**config.mk**
```make
export PLATFORM = sky130hd
export DESIGN_NAME = sram_read_ctrl
export DESIGN_NICKNAME = d
export VERILOG_FILES = /design/src/rtl/sram_read_ctrl.sv
export SDC_FILE = /design/constraint.sdc
export NUM_CORES = 1
export LEC_CHECK = 0
export ABC_AREA = 1
export CORE_MARGIN = 2
export CORE_UTILIZATION = 45
export CTS_BUF_LIST = sky130_fd_sc_hd__clkbuf_8 sky130_fd_sc_hd__clkbuf_16
export CTS_CLUSTER_SIZE = 40
export DETAILED_ROUTE_END_ITERATION = 6
export PLACE_DENSITY = 0.78
export SYNTH_ARGS = -nofsm -noshare
export SYNTH_HDL_FRONTEND = slang
export SYNTH_SLANG_ARGS = --single-unit
```
**constraint.sdc**
```tcl
create_clock -name clk -period 2.3 [get_ports clk]
set_clock_uncertainty 0.15 [all_clocks]
set_input_delay 0.69 -clock clk [delete_from_list [all_inputs] [get_ports clk]]
set_output_delay 0.69 -clock clk [all_outputs]
set_load 0.1 [all_outputs]
```
**src/rtl/sram_read_ctrl.sv**
```systemverilog
// sram_read_ctrl: read sequencer for the 16x8 single-bit SRAM array.
// Sequences a bitline precharge, then wordline and sense enable, then captures
// the sensed bit and pulses rd_valid for one cycle.
//
// Handshake: a read is requested by holding re_n low with non-zero row_sel and
// col_sel while busy is low. The request is taken at that rising edge. Requests
// seen while busy is high are dropped and not queued. The result is reported by
// a one-cycle rd_valid pulse. dout keeps its value until the next read completes.
//
// Optional build macro ONEHOT_CHECK_EN: when defined, a request whose row or
// column select is not exactly one-hot is refused and pulses sel_err. When the
// macro is not defined, selects are used exactly as given and sel_err is held 0.
// SENSE_CYCLES must be in 1..15 because it is loaded into a 4-bit counter.
module sram_read_ctrl #(
    parameter int Rows         = 16,
    parameter int Cols         = 8,
    parameter int SENSE_CYCLES = 2
) (
    input  logic            clk,
    input  logic            rst,
    input  logic            re_n,
    input  logic [Rows-1:0] row_sel,
    input  logic [Cols-1:0] col_sel,
    input  logic            bl_in,
    output logic            precharge,
    output logic [Rows-1:0] wl_row,
    output logic [Cols-1:0] bl_col,
    output logic            sense_en,
    output logic            dout,
    output logic            rd_valid,
    output logic            busy,
    output logic            sel_err
);

    typedef enum logic [1:0] {
        IDLE  = 2'd0,
        PRECH = 2'd1,
        SENSE = 2'd2
    } state_t;

    state_t          state_q, state_d;
    logic [Rows-1:0] row_q, row_d;
    logic [Cols-1:0] col_q, col_d;
    logic [3:0]      cnt_q, cnt_d;
    logic            dout_q, dout_d;
    logic            rd_valid_q, rd_valid_d;
    logic            req;

`ifdef ONEHOT_CHECK_EN
    logic            sel_err_q, sel_err_d;
    logic            sel_onehot;
`endif

    // Base accept condition: read requested and both selects name something
    assign req = ~re_n & (|row_sel) & (|col_sel);

`ifdef ONEHOT_CHECK_EN
    assign sel_onehot = $onehot(row_sel) && $onehot(col_sel);
`endif

    // State, captured address, sense counter and result registers
    always_ff @(posedge clk) begin
        if (rst) begin
            state_q    <= IDLE;
            row_q      <= '0;
            col_q      <= '0;
            cnt_q      <= '0;
            dout_q     <= 1'b0;
            rd_valid_q <= 1'b0;
`ifdef ONEHOT_CHECK_EN
            sel_err_q  <= 1'b0;
`endif
        end else begin
            state_q    <= state_d;
            row_q      <= row_d;
            col_q      <= col_d;
            cnt_q      <= cnt_d;
            dout_q     <= dout_d;
            rd_valid_q <= rd_valid_d;
`ifdef ONEHOT_CHECK_EN
            sel_err_q  <= sel_err_d;
`endif
        end
    end

    // Next-state logic: accept in IDLE, one precharge cycle, then count down the sense window
    always_comb begin
        state_d    = state_q;
        row_d      = row_q;
        col_d      = col_q;
        cnt_d      = cnt_q;
        dout_d     = dout_q;
        rd_valid_d = 1'b0;
`ifdef ONEHOT_CHECK_EN
        sel_err_d  = 1'b0;
`endif
        case (state_q)
            IDLE: begin
                if (req) begin
`ifdef ONEHOT_CHECK_EN
                    if (sel_onehot) begin
                        row_d   = row_sel;
                        col_d   = col_sel;
                        state_d = PRECH;
                    end else begin
                        sel_err_d = 1'b1;
                    end
`else
                    row_d   = row_sel;
                    col_d   = col_sel;
                    state_d = PRECH;
`endif
                end
            end
            PRECH: begin
                state_d = SENSE;
                cnt_d   = 4'(SENSE_CYCLES - 1);
            end
            SENSE: begin
                if (cnt_q == 4'd0) begin
                    dout_d     = bl_in;
                    rd_valid_d = 1'b1;
                    state_d    = IDLE;
                end else begin
                    cnt_d = cnt_q - 4'd1;
                end
            end
            default: begin
                state_d = IDLE;
            end
        endcase
    end

    // Array controls come only from state and captured registers, never straight from inputs
    assign precharge = (state_q == PRECH);
    assign sense_en  = (state_q == SENSE);
    assign wl_row    = sense_en ? row_q : '0;
    assign bl_col    = sense_en ? col_q : '0;
    assign busy      = (state_q != IDLE);
    assign dout      = dout_q;
    assign rd_valid  = rd_valid_q;
`ifdef ONEHOT_CHECK_EN
    assign sel_err   = sel_err_q;
`else
    assign sel_err   = 1'b0;
`endif

endmodule
```
Word-level counts from Yosys, hierarchy flattened --
Index checks and enable logic that the tools add are counted.
Cells by class: add/sub/neg operators 1, equality and inequality tests 5, mux-type cells 8, bitwise gates (word level) 4, reductions and logical operators 11
Operators by type and width (count):
- 16-bit 2-to-1 mux | 1
- 16-bit OR reduction | 1
- 8-bit 2-to-1 mux | 1
- 4-bit case mux with 2 select lines | 1
- 2-bit AND reduction | 4
- 8-bit OR reduction | 1
- 2-bit case mux with 3 select lines | 1
- 4-bit zero test | 1
- 2-bit 2-to-1 mux | 2
- 4-bit 2-to-1 mux | 1
- 2-bit != test, second input constant | 2
- 2-bit nonzero test | 2
- 4-bit by 1-bit subtractor with 4-bit output, second input constant | 1
- 1-bit AND | 2
- 2-bit by 1-bit == test with 1-bit output, second input constant | 1
- 2-bit == test, second input constant | 1
- 2-bit zero test | 1
- 2-bit by 1-bit != test with 1-bit output, second input constant | 1
- 1-bit inverter | 2
- 2-bit OR reduction | 1
- 1-bit 2-to-1 mux | 1
Word-level totals: flip-flop bits (word level) 32, bits of input ports 28, output and inout bits 30, word-level logic and storage cells 35

Depth between registers and ports, before layout --
word-level depth 5, mapped depth 8, gate-level depth less buffers 8

Worst setup path after synthesis --
Ideal clock, no wire load.
path type flip-flop to output port, start point register state_q[1], end point output bl_col[0], data arrival time 1931 ps, data required time 1460 ps, slack -471 ps, cell stages (with the launch flop) 4, buffers on the path 1, path through dfxtp_1 nand2_2 buf_1 nor2_1
On the way: longest elaborated chain between the ends 2
RTL lines:
- start, declared | RTL line 41 | state_t state_q, state_d;
- start signal, assigned | RTL line 74 | state_q <= state_d;
- 2-bit == test | RTL line 136 | assign sense_en = (state_q == SENSE);
- 8-bit 2-to-1 mux | RTL line 138 | assign bl_col = sense_en ? col_q : '0;
- end, declared | RTL line 27 | output logic [Cols-1:0] bl_col,
Every way passes these cells.

Worst setup path after layout --
start point register state_q[1], end point output wl_row[1]
On the way: longest elaborated chain between the ends 2
RTL lines:
- 2-bit == test | RTL line 136
- 16-bit 2-to-1 mux | RTL line 137 | assign wl_row = sense_en ? row_q : '0;
- end, declared | RTL line 26 | output logic [Rows-1:0] wl_row,
Every way passes these cells.

==> flow_summary.toml <==
[worst_setup_path]
timing_worst_setup_path_type = "register to primary output"
cp.arrival_ps = 1350
required_ps = 1460
cp_max_fo = 17
setup.worst_path.end_class = "primary output"
crit_path_start_kind = "register"

[global_routing]
first_global_vias = 1736
grt_use_total = 0.209
grt_antenna_before_repair = 0
grt_max_degree = 27
grt_pass1_wl_mm = 7.25
grt-ovfl-total = 0

[routing]
drtIter0Drc = 127
drc = 0
routed_wirelength_mm = 4.28
vias_per_cell = 4.75
antenna_violating_nets_post_route = 0
vias = 1825
wl_per_cell_um = 11.2
drtPass1Iterations = 4

[hold_path]
hold_path.class = "register to register"

[logic_synthesis]
yosys.area_share.xor_xnor = 0.00489
synth_area_leaders = "dfxtp_1, nor2_1, inv_1"
synth-adder-area-share = 0.00698
netlist_instances = 282
synth_area_mm2 = 0.00179
synth.top_cell.area_share = 0.358
synth_top_family_by_area = "simple AND/OR/NAND/NOR gates"
synthDistinctLibCells = 21
ys_ff_latch = 32
yosysWarningCount = 0
synthSimpleGateAreaFrac = 0.325
syn_area_per_cell_um2 = 6.35
synth_mux_area_frac = 0
ys_seq_area_frac = 0.358
synth_compound_area_frac = 0.124
syn-num-nets = 311
yosysTopAreaCell = "dfxtp_1"

[timing]
slew_viol_final = 0
fin_crit_sh = 0.953
fin_crit_ps = 2190
finalSetupViolCount = 0
timing.fmax_mhz = 456
worstMarginPinSlew_ps = 755
hold_slack_ps = 307
hold_violations = 0
relSlewSlack = 0.496
rsz0062_at_grt = "no"

[clock_network]
cts_tree = "done"
clockBufferDepth = 2
clk_pin_slew_worst_paths_ps = 50
cts-buffers-inserted = 5
numClockSinks = 32
clkLatencyLatePin_ps = 280
cts_htree_levels = 2
root_buffer = "clkbuf_8"
hold_buffers = 0

[placed_design]
dp_hpwl_mm = 2.92
place_congestion = 0.835
io_buffer_count = 56
placed_cell_area_mm2 = 0.00279

[floorplanning]
ios = 58
die_y_um = 67.1
initial_core_util = 0.479
core_mm2 = 0.00374
placementRows = 22
fp.dieW_um = 67.1
dieArea_mm2 = 0.00450

[cells_and_area]
final_nets = 367
syn2layout_area_growth_pct = 60.5
n_antenna_cell = 0
drive_gt1_frac = 0.265
stdcell_area_mm2 = 0.00288

[power_and_ir_drop]
peakVddDrop_v = 0.000372
leakagePower_nw = 1.26
p_per_area_mw_per_mm2 = 492

[job]
cap_violations = 0

[run_status]
status = "finished clean"
kinds of logic (layout without fill, tap and decap cells):
logic type	Yosys count	count (layout)
other	1	1
buffers and inverters	75	127
xor gates and xnor gates	1	1
DFF	32	32
and+or+nand+nor	142	144
AOI/OAI and AO/OA	30	30
adders and majority gates	1	1
placed cells by master (no fill, tap or decap), types with 2 or more instances in the layout:
cell type	instances
inv_1	58
nand3_1	28
a21oi_1	10
nand2_2	2
clkbuf_8	5
buf_4	5
clkdlybuf4s50_1	27
nor2_2	14
a21oi_2	19
nand2_1	40
buf_12	31
nor2_1	46
nor2_4	12
dfxtp_1	32
metal layers:
layer  wire length, µm  vias up  track usage
met4                50        0       0.0791
met2              2200       53        0.360
li1                  -      946            -
met1              1800      819        0.239
met5                 0        -            0
met3               236        7       0.0676
power by group:
group | total, W | switching, W | internal (W)
Sequential | 0.000628 | 0.0000284 | 0.000599
Combinational | 0.000418 | 0.000254 | 0.000164
Clock | 0.000370 | 0.000176 | 0.000194
metrics by stage:
| stage | utilization | cells | setup WS (ps) | total power, W | setup TNS [ps] |
|---|---|---|---|---|---|
| after floorplan | - | 282 | -265 | 0.000915 | -3760 |
| final | 0.768 | 384 | 107 | 0.00142 | 0 |
| after global routing | 0.768 | 384 | 44.8 | 0.00150 | 0 |
| after CTS | 0.766 | 383 | 110 | 0.00142 | 0 |
| after global placement | 0.745 | 377 | -488 | 0.00104 | -11530 |
| after detailed placement | 0.745 | 377 | -556 | 0.00105 | -12480 |
critical path, cell delays in order (launching register included):
cell     delay (ps)
dfxtp_1         380
nand2_2         100
buf_12          170
nor2_1          200
buf_12          210
sequential cells by signal, indices dropped and copies added, names as in the netlist:
register and count:
rd_valid 1, col_q 8, state_q 2, row_q 16, dout 1, cnt_q 4
what timing repair did:
action / in CTS / in global routing
cloned: 1 / 1
setup buffers: 0 / 0
resized for setup: 1 / 1
endpoints found under the setup margin: 25 / 6
pin swaps: 0 / 1
Yosys cell counts:
cell type and n:
buf_6 3, buf_4 3, inv_2 1, inv_1 58, nor2_1 67, dfxtp_1 32, or2_1 1, nand3_1 28
buf_1 2, a21oi_2 19, nand2_1 41, conb_1 1, nor2_2 3, xor2_1 1, nand2_2 1, a21oi_1 10
clkbuf_1 3, ha_1 1, o21ai_0 1, nand4_1 1, buf_2 5
final timing paths:
check | startpoint | to | slack [ps] | depth (start not counted)
max | state_q[1] | wl_row[1] | 110 | 4
min | cnt_q[1] | cnt_q[1] | 310 | 2
max reg2reg | state_q[1] | row_q[2] | 530 | 6
min reg2reg | cnt_q[1] | cnt_q[1] | 310 | 2
area by class of cell:
cell class | instances | area, µm²
clock buffers | 5 | 68.8
fillers | 278 | 867
inverters | 59 | 221
multi-input cells | 177 | 957
flip-flops and latches | 32 | 641
well taps | 48 | 60.1
repair buffers | 63 | 928
(Power assumes the default switching activity.)
